[src/rtl/cpu_pkg.sv]
// Shared types and constants for the fetch/decode datapath.
// Holds the FSM state codes, instruction field positions and PC arithmetic helpers.
package cpu_pkg;

   typedef logic [31:0] word_t;
   typedef logic [1:0]  state_t;

   localparam state_t FETCH  = 2'd0;
   localparam state_t ISSUE  = 2'd1;
   localparam state_t HALTED = 2'd2;

   localparam int OPC_MSB  = 31;
   localparam int OPC_LSB  = 26;
   localparam int FUNC_MSB = 5;
   localparam int IMM_MSB  = 15;

   localparam word_t      PC_INC    = 32'd4;
   localparam logic [5:0] OPC_SHIFT = 6'b000010;

   function automatic word_t word_align(input word_t addr);
      return {addr[31:2], 2'b00};
   endfunction

endpackage

[src/rtl/instruction_fetch_if.sv]
// Instruction memory request/acknowledge bundle.
// The master drives req/addr; the slave returns a one-cycle ack with rdata.
interface instruction_fetch_if;
   import cpu_pkg::*;

   logic  imem_req;
   word_t imem_addr;
   logic  imem_ack;
   word_t imem_rdata;

   modport master (output imem_req, imem_addr, input imem_ack, imem_rdata);
   modport slave  (input imem_req, imem_addr, output imem_ack, imem_rdata);

endinterface

[src/rtl/instr_field_decode.sv]
// Combinational splitter of the instruction register into opcode, function and 16-bit low field.
// Zero latency, no state, no backpressure.
module instr_field_decode
   import cpu_pkg::*;
(
   input  word_t       instr,
   output logic [5:0]  op_code,
   output logic [5:0]  func_code,
   output logic [15:0] imm_field
);

   assign op_code   = instr[OPC_MSB:OPC_LSB];
   assign func_code = instr[FUNC_MSB:0];
   assign imm_field = instr[IMM_MSB:0];

   // Register/shamt fields in the middle are consumed further down the decode stage.
   logic unused_mid;
   assign unused_mid = ^instr[OPC_LSB-1:IMM_MSB+1];

endmodule

[src/rtl/instruction_fetch.sv]
// Fetch stage: PC, imem handshake and instruction register; one instruction per two cycles with zero-wait memory.
// Holds the instruction while stall=1; optional fetch watchdog under FETCH_TIMEOUT_EN.
module instruction_fetch
   import cpu_pkg::*;
#(
   parameter word_t RESET_PC       = 32'h0000_0000,
   parameter int    TIMEOUT_CYCLES = 15
)(
   input  logic                clk,
   input  logic                rst,
   instruction_fetch_if.master imem,
   input  logic                stall,
   input  logic                branch_taken,
   input  word_t               branch_target,
   input  logic                halt,
   output logic                instr_valid,
   output word_t               instr,
   output logic [5:0]          OP_CODE,
   output logic [5:0]          FUNC_CODE,
   output logic [15:0]         imm_field,
   output word_t               pc_out,
   output logic                halted,
   output logic                fetch_error
);

   state_t state;
   word_t  pc;
   logic   fetch_armed;
   logic   fetch_active;
   logic   timeout_hit;

   // Reset clears fetch_armed, so the request drops the moment reset asserts
   // and only returns at the first edge after release.
   assign fetch_active   = fetch_armed && (state == FETCH);
   assign imem.imem_req  = fetch_active;
   assign imem.imem_addr = pc;
   assign pc_out         = pc;
   assign halted         = (state == HALTED);

`ifdef FETCH_TIMEOUT_EN
   localparam int CW = ($clog2(TIMEOUT_CYCLES + 1) < 4) ? 4 : $clog2(TIMEOUT_CYCLES + 1);

   logic [CW-1:0] wait_cnt;

   assign timeout_hit = fetch_active && !imem.imem_ack && (wait_cnt == CW'(TIMEOUT_CYCLES));

   always_ff @(posedge clk or negedge rst) begin
      if (!rst) begin
         wait_cnt    <= '0;
         fetch_error <= 1'b0;
      end else begin
         if (state != FETCH)
            wait_cnt <= '0;
         else if (fetch_active && !imem.imem_ack && !timeout_hit)
            wait_cnt <= wait_cnt + 1'b1;
         if (timeout_hit)
            fetch_error <= 1'b1;
      end
   end
`else
   assign timeout_hit = 1'b0;
   assign fetch_error = 1'b0;

   logic unused_timeout;
   assign unused_timeout = ^TIMEOUT_CYCLES;
`endif

   always_ff @(posedge clk or negedge rst) begin
      if (!rst) begin
         state       <= FETCH;
         fetch_armed <= 1'b0;
         pc          <= RESET_PC;
         instr       <= '0;
         instr_valid <= 1'b0;
      end else begin
         fetch_armed <= 1'b1;
         case (state)
            FETCH: begin
               if (fetch_active && imem.imem_ack) begin
                  instr       <= imem.imem_rdata;
                  instr_valid <= 1'b1;
                  state       <= ISSUE;
               end else if (timeout_hit) begin
                  state <= HALTED;
               end
            end
            ISSUE: begin
               if (!stall) begin
                  instr_valid <= 1'b0;
                  pc          <= branch_taken ? word_align(branch_target) : pc + PC_INC;
                  state       <= halt ? HALTED : FETCH;
               end
            end
            HALTED: ;
            default: state <= FETCH;
         endcase
      end
   end

   instr_field_decode u_decode (
      .instr     (instr),
      .op_code   (OP_CODE),
      .func_code (FUNC_CODE),
      .imm_field (imm_field)
   );

endmodule

[src/flat_wrapper.sv]
// flat-port wrapper written by rule: the top's interface ports become plain ports
module instruction_fetch_flat import cpu_pkg::*;
#(
   parameter word_t RESET_PC       = 32'h0000_0000,
   parameter int    TIMEOUT_CYCLES = 15
)
  (clk, rst, stall, branch_taken, branch_target, halt, instr_valid, instr, OP_CODE, FUNC_CODE, imm_field, pc_out, halted, fetch_error, imem_imem_req, imem_imem_addr, imem_imem_ack, imem_imem_rdata);
  instruction_fetch_if imem_i ();
  input  logic clk;
  input  logic rst;
  input  logic stall;
  input  logic branch_taken;
  input  word_t branch_target;
  input  logic halt;
  output logic instr_valid;
  output word_t instr;
  output logic [5:0] OP_CODE;
  output logic [5:0] FUNC_CODE;
  output logic [15:0] imm_field;
  output word_t pc_out;
  output logic halted;
  output logic fetch_error;
  output wire logic [$bits(imem_i.imem_req)-1:0] imem_imem_req;
  output wire logic [$bits(imem_i.imem_addr)-1:0] imem_imem_addr;
  input wire logic [$bits(imem_i.imem_ack)-1:0] imem_imem_ack;
  input wire logic [$bits(imem_i.imem_rdata)-1:0] imem_imem_rdata;
  assign imem_imem_req = imem_i.imem_req;
  assign imem_imem_addr = imem_i.imem_addr;
  assign imem_i.imem_ack = imem_imem_ack;
  assign imem_i.imem_rdata = imem_imem_rdata;
  instruction_fetch #(.RESET_PC(RESET_PC), .TIMEOUT_CYCLES(TIMEOUT_CYCLES)) u_core (.clk(clk), .rst(rst), .imem(imem_i), .stall(stall), .branch_taken(branch_taken), .branch_target(branch_target), .halt(halt), .instr_valid(instr_valid), .instr(instr), .OP_CODE(OP_CODE), .FUNC_CODE(FUNC_CODE), .imm_field(imm_field), .pc_out(pc_out), .halted(halted), .fetch_error(fetch_error));
endmodule
[config.mk]
export PLATFORM = sky130hd
export DESIGN_NAME = instruction_fetch_flat
export DESIGN_NICKNAME = d
export VERILOG_FILES = /design/src/rtl/cpu_pkg.sv /design/src/rtl/instruction_fetch_if.sv /design/src/rtl/instr_field_decode.sv /design/src/rtl/instruction_fetch.sv /design/src/flat_wrapper.sv
export SDC_FILE = /design/constraint.sdc
export NUM_CORES = 1
export LEC_CHECK = 0
export ABC_AREA = 1
export CELL_PAD_IN_SITES_DETAIL_PLACEMENT = 0
export CELL_PAD_IN_SITES_GLOBAL_PLACEMENT = 1
export CORE_ASPECT_RATIO = 1.4
export CORE_MARGIN = 2
export CORE_UTILIZATION = 40
export DETAILED_ROUTE_END_ITERATION = 10
export DONT_BUFFER_PORTS = 1
export PLACE_DENSITY = 0.7
export SLEW_MARGIN = 20
export SYNTH_ARGS = -nofsm -noshare
export SYNTH_HDL_FRONTEND = slang
export SYNTH_SLANG_ARGS = --single-unit
[constraint.sdc]
create_clock -name clk -period 3 [get_ports clk]
set_clock_uncertainty 0.15 [all_clocks]
set_input_delay 0.45 -clock clk [delete_from_list [all_inputs] [get_ports clk]]
set_output_delay 0.45 -clock clk [all_outputs]
set_load 0.01 [all_outputs]
Word-level counts from Yosys, hierarchy flattened
Index checks and enable logic that the tools add are counted.
- reduce and logical (&&, ||, !) cells: 8
- order comparisons: 0
- bitwise gates (word level): 2
- multiplexer cells: 8
- shift-type cells: 0
- equal/unequal tests: 4
- multiply operators: 0
- $add $sub $neg: 1
- divide/modulo/power cells: 0
- operators by type and width (kind ; number):
    $add 32x3->32 const B ; 1
    $mux 32 ; 1
    $mux 2 ; 3
    $pmux 2 s3 ; 1
    $reduce_and 3->1 ; 2
    $ne 2x2->1 const B ; 2
    $reduce_and 2->1 ; 2
    $eq 2x1->1 const B ; 1
    $eq 2x2->1 const B ; 1
    $logic_and 1x1->1 ; 2
    $logic_not 2->1 ; 1
    $mux 1 ; 2
    $not 1->1 ; 2
    $pmux 1 s2 ; 1
    $reduce_bool 2->1 ; 1
- memory bits (read-only): 0
- register bits after elaboration: 68
- memories kept: 0
- bits in latches: 0
- input port bits: 70
- RAM bits: 0

Logic depth before layout (Yosys ltp)
Gate-level depths: netlist of the first run.
- depth in word-level cells: 5
- depth in mapped cells: 10

By module
Synthesis of the first run repeated with hierarchy kept, for this count alone.
- cell total of the unflattened synthesis: 552
- area, all modules: 4294.1 um^2
- by module, submodules not included (module ; area each (um^2) ; times used ; cells an instance ; sequential area each (um^2)):
    instruction_fetch ; 4083.9 ; 1 ; 524 ; 1651.6
    instr_field_decode ; 210.2 ; 1 ; 28 ; 0.0

Worst setup path before layout of the first run
Ideal clock, no wire load.
- kind: reg2reg
- from: register u_core.pc[3], in the netlist u_core.imem.imem_addr[3]
- to: register u_core.pc[20], in the netlist u_core.imem.imem_addr[20]
- setup slack: 1.338 ns
- cell stages (with the launch flop): 11
- setup time: 0.116 ns
- data arrival time: 1.395 ns
- data required time: 2.734 ns
- cells stage by stage: dfrtp_1 -> ha_1 -> nand2_1 -> nor2_2 -> nand2_1 -> nor2_2 -> nand2_1 -> nand2_1 -> nand3_1 -> nand2_1 -> nand2_1
- word-level cells in the longest chain between the ends: 2
- ends and longest elaborated chain (item ; RTL line ; RTL):
    start: declaration ; instruction_fetch.sv:27 ; word_t pc;
    start signal: assignment ; instruction_fetch.sv:90 ; pc <= branch_taken ? word_align(branch_target) : pc + PC_INC;
    $add 32x3->32 ; instruction_fetch.sv:90 ;
    $mux 32 ; instruction_fetch.sv:90 ;
No other way between the ends.
A chain may end at the register's enable or synchronous reset.

Worst setup path after layout of the first run
- from: register u_core.pc[2], in the netlist u_core.imem.imem_addr[2]
- to: register u_core.pc[20], in the netlist u_core.imem.imem_addr[20]
Same word-level chain as after synthesis.

==> results.json, run 1 <==
{
  "synth_edf_count": 0,
  "hold_class": "in2reg",
  "core_area_sq_um": 10300,
  "crit_arrival_ps": 2150,
  "drt_iter0_drc": 86,
  "status": "completed",
  "preCtsSetupSlack_ps": 889,
  "muxShareOfSynthArea_pct": 11.1,
  "yosys.area_share.simple_pct": 26.5,
  "leakage_uw": 0.00207,
  "die_area_sq_um": 11300,
  "drive_gt1_share_pct": 14.2,
  "clk_pin_slew_worst_paths_ps": 60,
  "vias_per_cell": 5.05,
  "postLayoutCoreUtil_pct": 40.8,
  "path_delay_family": "simple AND/OR/NAND/NOR gates",
  "grt_pass1_wl_mm": 15.7,
  "grt_overflow": 0,
  "die_y_um": 125,
  "grt_pass1_vias": 2992,
  "firstDrtPassIters": 5,
  "synth_top_cells_by_area": "dfrtp_1, nand2_1, buf_4, mux2_4, nor2_1",
  "yosysSeqAreaShare_pct": 39.4,
  "io_buffers": 0,
  "syn_inst": 525,
  "die_w_um": 90.6,
  "numCtsBuffers": 9,
  "powerDensity_nw_per_um2": 540,
  "critPathMaxStageDelay_ps": 520,
  "synth_top_family_by_area": "simple AND/OR/NAND/NOR gates",
  "path_buf_inv": 0,
  "num_rows": 44,
  "io_pins": 198,
  "fin_hold_ws_ps": 100,
  "cp_slowest_cell": "dfrtp_1",
  "crit_path_cell_trace": "ha_1, nand2_1, nor2_2, nand2_1, nor2_2, nand2_1, nand2_1, nand3_1, nand2_1, nand2_1",
  "synth_cell_types": 31,
  "post-route-min-period_ps": 2090,
  "hpwl_mm": 7.21,
  "wire_per_inst_um": 16.6,
  "power.total_uw": 2270,
  "vias": 3074,
  "cp_max_fo": 6,
  "antennaDiodeCount": 0,
  "synthTopCellsByCount": "nand2_1, nor2_1, dfrtp_1, buf_4, nand3_1",
  "synth_largest_area_cell": "dfrtp_1",
  "synth_fa_ha_area_share_pct": 0.298,
  "worst_slack_ps": 910,
  "h-tree-depth": 3,
  "nets": 537,
  "antenna_found_initial": 0,
  "drv_slew": 0,
  "clk_latency_ps": 330,
  "worstSetupPathType": "reg2reg",
  "rsz0062_at_grt": "false",
  "yosysTopAreaCellShare_pct": 39.4,
  "drc": 0,
  "synthFlopType": "dfrtp_1",
  "synthXorXnorAreaFrac_pct": 0,
  "max_freq_mhz": 478,
  "cts_resized": 0,
  "slew_headroom_pct": 51.0,
  "period_share_pct": 69.7,
  "grt.total_usage_pct": 17.9,
  "avgSynthCellArea_sq_um": 7.99,
  "synth_seq_cells": 66,
  "yosysWarnings": 0,
  "cts_tree": "done",
  "syn_area_sq_um": 4200,
  "clock-root-buffer": "clkbuf_16",
  "setup_viol": 0,
  "start_util_pct": 40.8,
  "gp_routability_congestion": 0.865,
  "ant_nets": 0,
  "synth_compound_area_share_pct": 5.82,
  "maxCapViolations": 0,
  "tns_ps": 0,
  "cp.required_ps": 3060,
  "critPathCaptureType": "flop",
  "synthToLayoutAreaGrowth_pct": 0.209,
  "path_common_cell": "nand2_1",
  "cts.sinks": 66,
  "wl_mm": 10.1,
  "synth-async-reset-ratio_pct": 100,
  "grt_max_degree": 67,
  "postCtsSetupBuffers": 0,
  "peakVddDrop_uv": 301,
  "synth_most_common_cell": "nand2_1",
  "cts_hold_buf": 2,
  "clk_path_buf_depth": 2,
  "timing.final.hold_violations": 0,
  "tightest_slew_ps": 734,
  "cp-start-kind": "flop"
}
state kept, by name, indices dropped and copies added (netlist names):
register / cells
u_core.fetch_armed: 1
u_core.instr_valid: 1
u_core.instr: 32
u_core.imem.imem_addr: 30
u_core.state: 2
worst paths after layout:
kind,to,slack [ps],from,depth (start not counted)
min,u_core.state[1],100,halt,2
max in group asynchronous,u_core.imem.imem_addr[8],1870,rst,2
min reg2reg,u_core.instr_valid,410,u_core.instr_valid,2
max,u_core.imem.imem_addr[20],910,u_core.imem.imem_addr[2],10
min in group asynchronous,u_core.imem.imem_addr[2],490,rst,2
max reg2reg,u_core.imem.imem_addr[20],910,u_core.imem.imem_addr[2],10
placed cells by master, fill, tap and decap left out, drive strengths merged, types with 4 or more instances in the layout:
| cell | instances |
|---|---|
| nand3 | 36 |
| buf | 4 |
| inv | 36 |
| a21oi | 12 |
| dfrtp | 66 |
| o22ai | 7 |
| nor2 | 83 |
| conb | 6 |
| mux2 | 32 |
| o21ai | 19 |
| clkbuf | 12 |
| nand2 | 141 |
metal layers:
| metal | part of all wire [%] | wire length, um | vias to the layer above | track usage, % |
|---|---|---|---|---|
| met1 | 36 | 3660 | 1413 | 19.3 |
| met2 | 51 | 5140 | 163 | 30.2 |
| met3 | 9.7 | 982 | 18 | 7.35 |
| met4 | 3.2 | 326 | 0 | 9.23 |
| met5 | 0 | 0 | - | 0 |
| li1 | - | - | 1480 | - |
kinds of logic (layout without fill, tap and decap cells):
logic type | Yosys count | count (layout)
muxes | 32 | 32
buffers and inverters | 115 | 57
and+or+nand+nor | 265 | 265
adders and majority gates | 1 | 1
DFF | 66 | 66
other | 2 | 6
AOI/OAI and AO/OA | 44 | 44
area by class of cell:
cell class / count / area, sq um
fillers: 1060 / 6090
multi-input cells: 348 / 1850
flip-flops and latches: 66 / 1650
clock buffers: 12 / 256
well taps: 138 / 173
inverters: 36 / 135
clock inverters: 4 / 73.8
repair buffers: 5 / 60.1
through the flow:
| stage | instances | area, sq um |
|---|---|---|
| after CTS | 609 | 4200 |
| after global routing | 609 | 4200 |
| after detailed placement | 591 | 3840 |
| final | 609 | 4200 |
| after floorplan | 529 | 4210 |
| after global placement | 591 | 3840 |
power by group:
group / switching [uW] / internal, uW / total, uW
clock network: 388 / 773 / 1160
registers: 75.6 / 915 / 991
logic: 77.4 / 41.5 / 119
No activity file was read; power rests on OpenSTA's default activity.
==> run 2: changes to the inputs <==
PLACE_DENSITY = 0.73   (was 0.7)
clock period = 1.8 ns   (was 3 ns; I/O delays follow)
==> results.json, run 2 (same netlist as run 1, synthesis figures left out) <==
{
  "clock-root-buffer": "clkbuf_16",
  "powerDensity_nw_per_um2": 786,
  "timing.final.hold_violations": 66,
  "core_area_sq_um": 10300,
  "numCtsBuffers": 9,
  "reg2reg_to": "u_core.imem.imem_addr[28]",
  "largest_register_ff_count": 32,
  "gp_routability_congestion": 0.853,
  "setup_viol": 0,
  "clk_path_buf_depth": 2,
  "regMostFlops": "u_core.instr",
  "r2r-start": "u_core.imem.imem_addr[3]",
  "crit_arrival_ps": 1760,
  "worst_slack_ps": 112,
  "fin_hold_ws_ps": -520,
  "cp.required_ps": 1870,
  "postLayoutCoreUtil_pct": 48.2,
  "synthToLayoutAreaGrowth_pct": 18.4,
  "grt_pass1_wl_mm": 17.5,
  "drv_slew": 0,
  "r2r_cells": 10,
  "num_rows": 44,
  "worstSetupPathType": "reg2reg",
  "firstDrtPassIters": 5,
  "io_buffers": 0,
  "drt_iter0_drc": 176,
  "drc": 0,
  "die_area_sq_um": 11300,
  "peakVddDrop_uv": 438,
  "hpwl_mm": 7.84,
  "cp-start-kind": "flop",
  "die_w_um": 90.6,
  "clk_latency_ps": 330,
  "r2r_slack_ps": 110,
  "leakage_uw": 0.00247,
  "grt_overflow": 0,
  "grt.total_usage_pct": 19.6,
  "cts_hold_buf": 39,
  "clk_pin_slew_worst_paths_ps": 60,
  "violations": "negative hold slack",
  "antenna_found_initial": 0,
  "cp_max_fo": 3,
  "post-route-min-period_ps": 1690,
  "maxCapViolations": 0,
  "cts.sinks": 66,
  "max_freq_mhz": 592,
  "io_pins": 198,
  "vias_per_cell": 4.89,
  "grt_pass1_vias": 3434,
  "preCtsSetupSlack_ps": 29.9,
  "h-tree-depth": 3,
  "drive_gt1_share_pct": 21.5,
  "critPathCaptureType": "flop",
  "hold_class": "in2async",
  "grt_max_degree": 67,
  "n_fill_cell": 1006,
  "start_util_pct": 40.8,
  "vias": 3377,
  "power.total_uw": 3910,
  "ant_nets": 0,
  "antennaDiodeCount": 0,
  "cts_tree": "done",
  "final_common_cell": "nand2_1",
  "layout_common_cells": "nand2_1, nor2_1, dfrtp_1, buf_4, dlygate4sd3_1",
  "rsz0062_at_grt": "true",
  "nets": 619,
  "status": "finished with violations",
  "wl_mm": 11.0,
  "die_y_um": 125,
  "period_share_pct": 93.8,
  "wire_per_inst_um": 15.9
}
-- run 2: cell type report --
type	count	area [sq um]	share of cell area, %
flip-flops and latches	66	1650	33.3
clock buffers	10	239	4.81
inverters	36	135	2.72
repair buffers	87	776	15.6
clock inverters	6	90.1	1.81
well taps	138	173	3.48
multi-input cells	348	1900	38.3
-- run 2: layer usage --
layer	GRT usage, %	part of all wire [%]
met5	0	0
met4	6.24	1.6
met3	7.17	7.1
met2	35.5	53
met1	21.1	39
-- run 2: how the worst max path moves through the flow --
stage / start / to / slack [ps] / depth (start not counted)
floorplan: u_core.imem.imem_addr[3] / u_core.imem.imem_addr[20] / 140 / 10
CTS: u_core.imem.imem_addr[2] / u_core.imem.imem_addr[28] / 10 / 10
finish: u_core.imem.imem_addr[3] / u_core.imem.imem_addr[28] / 110 / 10
global placement: u_core.imem.imem_addr[2] / u_core.imem.imem_addr[28] / 50 / 10
global route: u_core.imem.imem_addr[3] / u_core.imem.imem_addr[22] / -70 / 10
detailed placement: u_core.imem.imem_addr[2] / u_core.imem.imem_addr[24] / 30 / 10
-- run 2: stage by stage --
step	cells	TNS, ps	instance area (sq um)
floorplan	529	0	4210
global placement	634	0	4180
detailed placement	634	0	4180
CTS	689	0	4910
global route	691	-233	4970
finish	691	0	4970
-- run 2: repair_timing --
item                                    in CTS  in global routing
hold endpoints to repair                   105                 66
pin swaps                                    0                  4
buffers inserted                             0                  2
gates resized for setup                      2                 13
endpoints found under the setup margin       1                 14
-- run 2: power breakdown --
part           internal [uW]  total [uW]  leakage [uW]  switching (uW)
logic                    182         394       0.00145             212
registers               1530        1570      0.000859            47.5
clock network           1250        1940      0.000159             685
total                   2960        3910       0.00247             945
-- run 2: critical path, cell delays in order, from the launching register on --
cell	delay, ps
dfrtp_1	360
ha_2	200
nand2_2	80
nor2_4	210
nand2_4	90
nor2_2	150
nand2_1	70
nand2_1	60
nand3_1	80
nand2_1	70
nand2_1	40
